### src/rtl/bm_lpm_split_pkg.sv
// Shared types and defaults for the tagged-word segment splitter.
package bm_lpm_split_pkg;

  typedef enum logic {
    IDLE = 1'b0,
    SEND = 1'b1
  } state_e;

  localparam int          BITS_DEF  = 32;
  localparam int          SEG_W_DEF = 8;
  localparam logic [7:0]  TAG_DEF   = 8'h56;
  localparam int          ERR_W_DEF = 8;

  function automatic int nseg(input int bits, input int seg_w);
    return bits / seg_w;
  endfunction

endpackage

### src/rtl/bm_lpm_split_tagchk.sv
// Leading-segment tag checker: one-cycle mismatch pulse plus saturating error counter.
module bm_lpm_split_tagchk
  import bm_lpm_split_pkg::*;
#(
  parameter int               SEG_W = SEG_W_DEF,
  parameter logic [SEG_W-1:0] TAG   = TAG_DEF,
  parameter int               ERR_W = ERR_W_DEF
) (
  input  logic             clock,
  input  logic             reset_n,
  input  logic             check_i,
  input  logic [SEG_W-1:0] seg_i,
  output logic             tag_err_o,
  output logic [ERR_W-1:0] err_cnt_o
);

  logic             tag_err_q, tag_err_d;
  logic [ERR_W-1:0] err_cnt_q, err_cnt_d;
  logic             mismatch;

  assign mismatch = check_i && (seg_i != TAG);

  // The counter sticks at all-ones, but the pulse still fires for every bad word.
  always_comb begin
    tag_err_d = mismatch;
    err_cnt_d = err_cnt_q;
    if (mismatch && (err_cnt_q != {ERR_W{1'b1}})) begin
      err_cnt_d = err_cnt_q + 1'b1;
    end
  end

  always_ff @(posedge clock or negedge reset_n) begin
    if (!reset_n) begin
      tag_err_q <= 1'b0;
      err_cnt_q <= '0;
    end else begin
      tag_err_q <= tag_err_d;
      err_cnt_q <= err_cnt_d;
    end
  end

  assign tag_err_o = tag_err_q;
  assign err_cnt_o = err_cnt_q;

endmodule

### src/rtl/bm_lpm_split_stream.sv
// Splits each accepted tagged word into MSB-first segments on a valid/ready stream.
// Define BM_LPM_SPLIT_PARITY_EN to append an XOR parity segment after the data segments.
module bm_lpm_split_stream
  import bm_lpm_split_pkg::*;
#(
  parameter int               BITS  = BITS_DEF,
  parameter int               SEG_W = SEG_W_DEF,
  parameter logic [SEG_W-1:0] TAG   = TAG_DEF,
  parameter int               ERR_W = ERR_W_DEF
) (
  input  logic             clock,
  input  logic             reset_n,
  input  logic [BITS-1:0]  in_word,
  input  logic             in_valid,
  output logic             in_ready,
  output logic [SEG_W-1:0] out_seg,
  output logic             out_valid,
  input  logic             out_ready,
  output logic             out_last,
  output logic             tag_err,
  output logic [ERR_W-1:0] err_cnt
);

  localparam int NSEG  = nseg(BITS, SEG_W);
  localparam int IDX_W = $clog2(NSEG + 1);
`ifdef BM_LPM_SPLIT_PARITY_EN
  localparam logic [IDX_W-1:0] LAST_IDX = IDX_W'(NSEG);
`else
  localparam logic [IDX_W-1:0] LAST_IDX = IDX_W'(NSEG - 1);
`endif

  state_e            state_q, state_d;
  logic [BITS-1:0]   shreg_q, shreg_d;
  logic [IDX_W-1:0]  idx_q, idx_d;
  logic [IDX_W-1:0]  idx_inc;
  logic              out_valid_q, out_valid_d;
  logic              out_last_q, out_last_d;
  logic [SEG_W-1:0]  data_seg;
  logic              in_xfer;
  logic              out_xfer;
`ifdef BM_LPM_SPLIT_PARITY_EN
  logic [SEG_W-1:0]  par_q, par_d;
`endif

  assign data_seg = shreg_q[BITS-1 -: SEG_W];
  assign idx_inc  = idx_q + 1'b1;

  // A new word may enter while idle, or in the same cycle the final segment leaves.
  assign in_ready = (state_q == IDLE) || ((state_q == SEND) && out_last_q && out_ready);
  assign in_xfer  = in_valid && in_ready;
  assign out_xfer = out_valid_q && out_ready;

  always_comb begin
    state_d     = state_q;
    shreg_d     = shreg_q;
    idx_d       = idx_q;
    out_valid_d = out_valid_q;
    out_last_d  = out_last_q;
`ifdef BM_LPM_SPLIT_PARITY_EN
    par_d       = par_q;
`endif

    if (out_xfer) begin
      shreg_d    = shreg_q << SEG_W;
      idx_d      = idx_inc;
      out_last_d = (idx_inc == LAST_IDX);
`ifdef BM_LPM_SPLIT_PARITY_EN
      par_d      = par_q ^ data_seg;
`endif
      if (out_last_q) begin
        state_d     = IDLE;
        out_valid_d = 1'b0;
        out_last_d  = 1'b0;
      end
    end

    // Loading wins over the end-of-word return to IDLE, giving bubble-free streaming.
    if (in_xfer) begin
      state_d     = SEND;
      shreg_d     = in_word;
      idx_d       = '0;
      out_valid_d = 1'b1;
      out_last_d  = (LAST_IDX == '0);
`ifdef BM_LPM_SPLIT_PARITY_EN
      par_d       = '0;
`endif
    end
  end

  always_ff @(posedge clock or negedge reset_n) begin
    if (!reset_n) begin
      state_q     <= IDLE;
      shreg_q     <= '0;
      idx_q       <= '0;
      out_valid_q <= 1'b0;
      out_last_q  <= 1'b0;
`ifdef BM_LPM_SPLIT_PARITY_EN
      par_q       <= '0;
`endif
    end else begin
      state_q     <= state_d;
      shreg_q     <= shreg_d;
      idx_q       <= idx_d;
      out_valid_q <= out_valid_d;
      out_last_q  <= out_last_d;
`ifdef BM_LPM_SPLIT_PARITY_EN
      par_q       <= par_d;
`endif
    end
  end

`ifdef BM_LPM_SPLIT_PARITY_EN
  assign out_seg = (idx_q == IDX_W'(NSEG)) ? par_q : data_seg;
`else
  assign out_seg = data_seg;
`endif

  assign out_valid = out_valid_q;
  assign out_last  = out_last_q;

  bm_lpm_split_tagchk #(
    .SEG_W (SEG_W),
    .TAG   (TAG),
    .ERR_W (ERR_W)
  ) u_tagchk (
    .clock     (clock),
    .reset_n   (reset_n),
    .check_i   (in_xfer),
    .seg_i     (in_word[BITS-1 -: SEG_W]),
    .tag_err_o (tag_err),
    .err_cnt_o (err_cnt)
  );

endmodule

### config.mk
export PLATFORM = sky130hd
export DESIGN_NAME = bm_lpm_split_stream
export DESIGN_NICKNAME = d
export VERILOG_FILES = /design/src/rtl/bm_lpm_split_pkg.sv /design/src/rtl/bm_lpm_split_tagchk.sv /design/src/rtl/bm_lpm_split_stream.sv
export SDC_FILE = /design/constraint.sdc
export NUM_CORES = 1
export LEC_CHECK = 0
export CAP_MARGIN = 10
export CORE_MARGIN = 5
export CORE_UTILIZATION = 30
export CTS_CLUSTER_DIAMETER = 60
export CTS_CLUSTER_SIZE = 25
export DETAILED_ROUTE_END_ITERATION = 10
export GPL_ROUTABILITY_DRIVEN = 0
export GPL_TIMING_DRIVEN = 0
export PLACE_DENSITY = 0.66
export SYNTH_ARGS = -nofsm -noshare
export SYNTH_HDL_FRONTEND = slang
export SYNTH_SLANG_ARGS = --single-unit
export TNS_END_PERCENT = 5
### constraint.sdc
create_clock -name clock -period 1.4 [get_ports clock]
set_input_delay 0.28 -clock clock [delete_from_list [all_inputs] [get_ports clock]]
set_output_delay 0.28 -clock clock [all_outputs]
set_load 0.02 [all_outputs]
### Yosys cells after proc, flatten, opt, wreduce, memory -nomap -nowiden

Index checks and enable logic that the tools add are counted.

| storage, ports and cells | value |
|---|---|
| bits of input ports | 36 |
| RAM bits | 0 |
| memories kept | 0 |
| bits in read-only memories | 0 |
| bits in latches | 0 |
| word-level logic and storage cells | 32 |
| output and inout bits | 20 |
| register bits after elaboration | 46 |

| operators by class | value |
|---|---|
| $mul | 0 |
| bitwise operators | 1 |
| eq/ne operators | 3 |
| shift operators | 0 |
| reductions and logical operators | 10 |
| $add $sub $neg | 2 |
| muxes and demuxes | 10 |
| $lt $le $gt $ge | 0 |
| divide/modulo/power cells | 0 |

Operators by type and width:

| operator | count |
|---|---|
| two-way mux 32 bit | 2 |
| adder 8 x 1 -> 8 bit (second input constant) | 1 |
| inequality test 8 x 7 -> 1 bit (second input constant) | 1 |
| inequality test 8 bit (second input constant) | 1 |
| logical AND 1 bit | 6 |
| two-way mux 1 bit | 6 |
| two-way mux 3 bit | 2 |
| nonzero test 2 bit | 2 |
| adder 3 x 1 -> 3 bit (second input constant) | 1 |
| equality test 3 x 2 -> 1 bit (second input constant) | 1 |
| AND reduction 2 bit | 1 |
| logical OR 1 bit | 1 |
| inverter 1 bit | 1 |

### Logic depth before layout (Yosys ltp)

| depth | value |
|---|---|
| word-level depth | 6 |
| gate-level depth with buffers | 5 |
| mapped depth without buffers | 5 |

### Modules after synthesis

A second synthesis with hierarchy kept.

| second synthesis, totals | value |
|---|---|
| cell total of the unflattened synthesis | 258 |
| area, all modules | 2856.5 µm² |

Modules (own cells, without submodules):

| module | area each (µm²) | seq. area each (µm²) | times used | cells each |
|---|---|---|---|---|
| bm_lpm_split_stream | 2364.8 | 925.9 | 1 | 218 |
| bm_lpm_split_tagchk | 491.7 | 225.2 | 1 | 40 |

### Worst setup path after synthesis

OpenSTA, ideal clock, no wires.

| path | value |
|---|---|
| path kind | register to register |
| from | reg u_tagchk.err_cnt_q[0], in the netlist u_tagchk.err_cnt_o[0] |
| to | reg u_tagchk.err_cnt_q[1], in the netlist u_tagchk.err_cnt_o[1] |
| stages on the path, launching flop included | 6 |
| data required time | 1272 ps |
| path buffers | 0 |
| setup time | 128 ps |
| slack | -176 ps |
| arrival | 1449 ps |
| period minus slack after synthesis | 1576 ps |
| path through | dfrtp_1 > ha_1 > nand3_1 > nor2_1 > nor2_1 > mux2_1 |

| on the way | value |
|---|---|
| word-level cells in the longest chain between the ends | 2 |
| elaborated cells on any way between the ends | 3 |
| those cells by class | add/sub (1); eq/ne (1); reduce/logical (1) |

RTL lines:

| element | line | source |
|---|---|---|
| from (decl) | bm_lpm_split_tagchk.sv:18 | `logic [ERR_W-1:0] err_cnt_q, err_cnt_d;` |
| from (signal assigned) | bm_lpm_split_tagchk.sv:38 | `err_cnt_q <= err_cnt_d;` |
| branches (longest 2 deep; another with adder 8 x 1 -> 8 bit) | n/a |  |

Parallel ways; which one is timed is not known.
A chain may end at the register's enable or synchronous reset.

==> flow_summary.toml <==
[clocking]
clk-insertion-delay-late_ns = 0.30
clock-sinks = 46
h-tree-depth = 2
cts_buffers = 5
post_cts_buffers = 0
ctsLongestPathBuffers = 2
path_clk_slew_ns = 0.08
ctsRootBufferMaster = "clkbuf_8"
cts_tree = "built"

[floorplanning]
rows = 31
die_h_um = 95.3
start_util_pct = 30.4
pin_count = 56
dieWidth_um = 95.3
core_area_sq_mm = 0.00718
die-area_sq_mm = 0.00907

[timing]
finalSetupTns_ns = -0.553
fmax_mhz = 679
fin_crit_ns = 1.47
relSlewSlack_pct = 73.6
tightest_slew_ns = 0.389
rsz0062_at_grt = "yes"
finalHoldViolCount = 0
worst_slack_ns = -0.0734
whs_ns = 0.321
report.final.slew_viol_count = 0
setup_viol = 23
fin_crit_sh_pct = 105
fin_skew_ns = 0.00800

[logic_synthesis]
syn-cell-area_sq_mm = 0.00218
synthCells = 194
synth_commonest_cells = "46 x dfrtp_1, 29 x nand2_1, 25 x mux2i_1, 25 x o21ai_0, 8 x buf_4"
synth_flop_cell = "dfrtp_1"
synth-edff-count = 0
ys_seq_area_share_pct = 52.8
postSynthNetCount = 233
synth.most_common_cell = "dfrtp_1"
async_flop_share_pct = 100
synthTopCellsByArea = "dfrtp_1 53%, mux2i_1 11%, o21ai_0 5.7%"
ys_seq_elements = 46
netlist.area_leader.share_pct = 52.8
yosysUniqueCellTypes = 36
syn_avg_cell_area_sq_um = 11.2
ys_warn_count = 0
yosysTopAreaCell = "dfrtp_1"

[route]
first_pass_iters = 4
via_per_inst = 4.48
wl_per_cell_um = 14.2
first_iter_violations = 35
drc_errors = 0
routed_wl_um = 5100
dr_total_vias = 1603
detail-route-antenna-nets = 0

[run]
cap_violations = 0

[placement]
io_buffers = 55
place_area_sq_mm = 0.00290
dpl.hpwl_um = 3800
placedCellCount = 349

[pwr]
leakagePower_nw = 1.51
ir_drop_mv = 0.461
powerDensity_mw_per_mm2 = 1700

[grt]
first_global_vias = 1758
grt_usage_pct = 12.4
grt_max_degree = 33
grt_pass1_wl_um = 8690
grt_antenna_before_repair = 0
grt_remaining_overflow = 0

[layout]
drive_above_1_share_pct = 26.3
syn_to_final_growth_pct = 40.2
fill_cells = 711
diodes = 0
nets = 297
fin_area_sq_mm = 0.00306
final_cells = 358

[worst_setup_path]
crit_path_end_kind = "flip-flop"
cp.arrival_ns = 1.65
start_kind = "flip-flop"
path_max_fanout = 8
crit_type = "reg2reg"
cp.required_ns = 1.58

[outcome]
violations = "negative setup slack"
status = "finished with violations"

[min_path]
hold_class = "in2reg"
==> cell families (layout without fill, tap and decap cells) <==
group / Yosys count / after routing / synth area share (%)
AO/OA/AOI/OAI: 42 / 42 / 13.2
XOR/XNOR: 4 / 4 / 1.61
adder cells (fa/ha/maj): 3 / 3 / 1.72
buffers and inverters: 20 / 85 / 6.02
flip-flops: 46 / 46 / 52.8
multiplexers: 28 / 28 / 13.0
AND/OR/NAND/NOR: 51 / 51 / 11.6
==> path summary, 6_finish.rpt <==
kind | end | start | slack [ns] | cells past startpoint
max in group asynchronous | shreg_q[15]$_DFFE_PN0P_ | reset_n | 0.49 | 3
min reg2reg | shreg_q[31]$_DFFE_PN0P_ | shreg_q[31]$_DFFE_PN0P_ | 0.49 | 2
min | shreg_q[29]$_DFFE_PN0P_ | in_word[29] | 0.32 | 3
max | u_tagchk.err_cnt_o[1]$_DFFE_PN0P_ | out_valid$_DFFE_PN0P_ | -0.07 | 4
max reg2reg | u_tagchk.err_cnt_o[1]$_DFFE_PN0P_ | out_valid$_DFFE_PN0P_ | -0.07 | 4
min in group asynchronous | shreg_q[29]$_DFFE_PN0P_ | reset_n | 0.42 | 2
==> per-layer routing <==
| metal | GRT usage [%] | share of wire (%) |
|---|---|---|
| met2 | 20.1 | 49 |
| met4 | 4.33 | 1.7 |
| met3 | 3.00 | 4.1 |
| met1 | 16.1 | 46 |
| met5 | 0 | 0 |
==> cells in the final DEF (no fill, tap or decap), types with 2 or more instances in the layout <==
master,synthesis,routed
o21ai_0,25,25
buf_2,3,5
ha_1,3,2
nand4bb_4,0,2
inv_1,3,3
nor2_4,0,2
o21ai_2,1,2
a22o_1,2,2
xor2_1,4,4
clkbuf_2,0,4
clkdlybuf4s50_1,0,25
dfrtp_2,0,4
dlymetal6s2s_1,0,4
clkbuf_8,0,5
nand4_1,2,2
dfrtp_1,46,42
dlygate4sd2_1,0,11
clkdlybuf4s15_1,0,4
nand3_1,3,2
nand2_1,29,29
nand2b_1,3,3
buf_4,8,16
mux2_4,0,2
buf_12,0,3
a22o_2,6,6
mux2i_2,0,3
clkbuf_1,3,2
mux2i_1,25,22
==> stage by stage <==
stage | power (mW) | setup slack [ns] | utilization [%]
floorplan | 3.57 | -0.0412 | -
global placement | 4.40 | -1.44 | 40.2
detailed placement | 4.48 | -0.696 | 40.4
CTS | 5.18 | -0.162 | 41.9
global route | 5.57 | -0.130 | 42.6
finish | 5.19 | -0.0734 | 42.6
==> cell type report <==
class	instances	area [sq um]	area share, %
clock buffer	7	76.3	2.50
tap	99	124	4.05
timing repair buffer	57	542	17.7
clock inverter	1	7.51	0.246
sequential	46	1160	37.8
buffer	17	141	4.63
inverter	3	11.3	0.368
multi-input combinational	128	998	32.7
==> critical path: stages, from the launching register on <==
cell      delay (ns)
dfrtp_2         0.43
a21bo_4         0.26
o211ai_4        0.17
nor2_4          0.18
mux2_4          0.31
==> state kept, by name, summed over array words and instances (netlist names) <==
| name | flops |
|---|---|
| u_tagchk.err_cnt_o | 8 |
| u_tagchk.tag_err_o | 1 |
| out_valid | 1 |
| idx_q | 3 |
| shreg_q | 32 |
| out_last | 1 |
==> timing repair <==
item,CTS,global route
pin swaps,6,5
setup endpoints to repair,64,50
resized for setup,36,21
endpoints found under the hold margin,14,0
hold buffers,1,0
==> power breakdown <==
group / internal, mW / leakage (nW) / switching [mW]
combinational: 1.12 / 0.868 / 1.08
sequential: 1.83 / 0.606 / 0.369
clock: 0.354 / 0.0385 / 0.442
total: 3.30 / 1.51 / 1.89
Power figures use the tool's default switching activity.
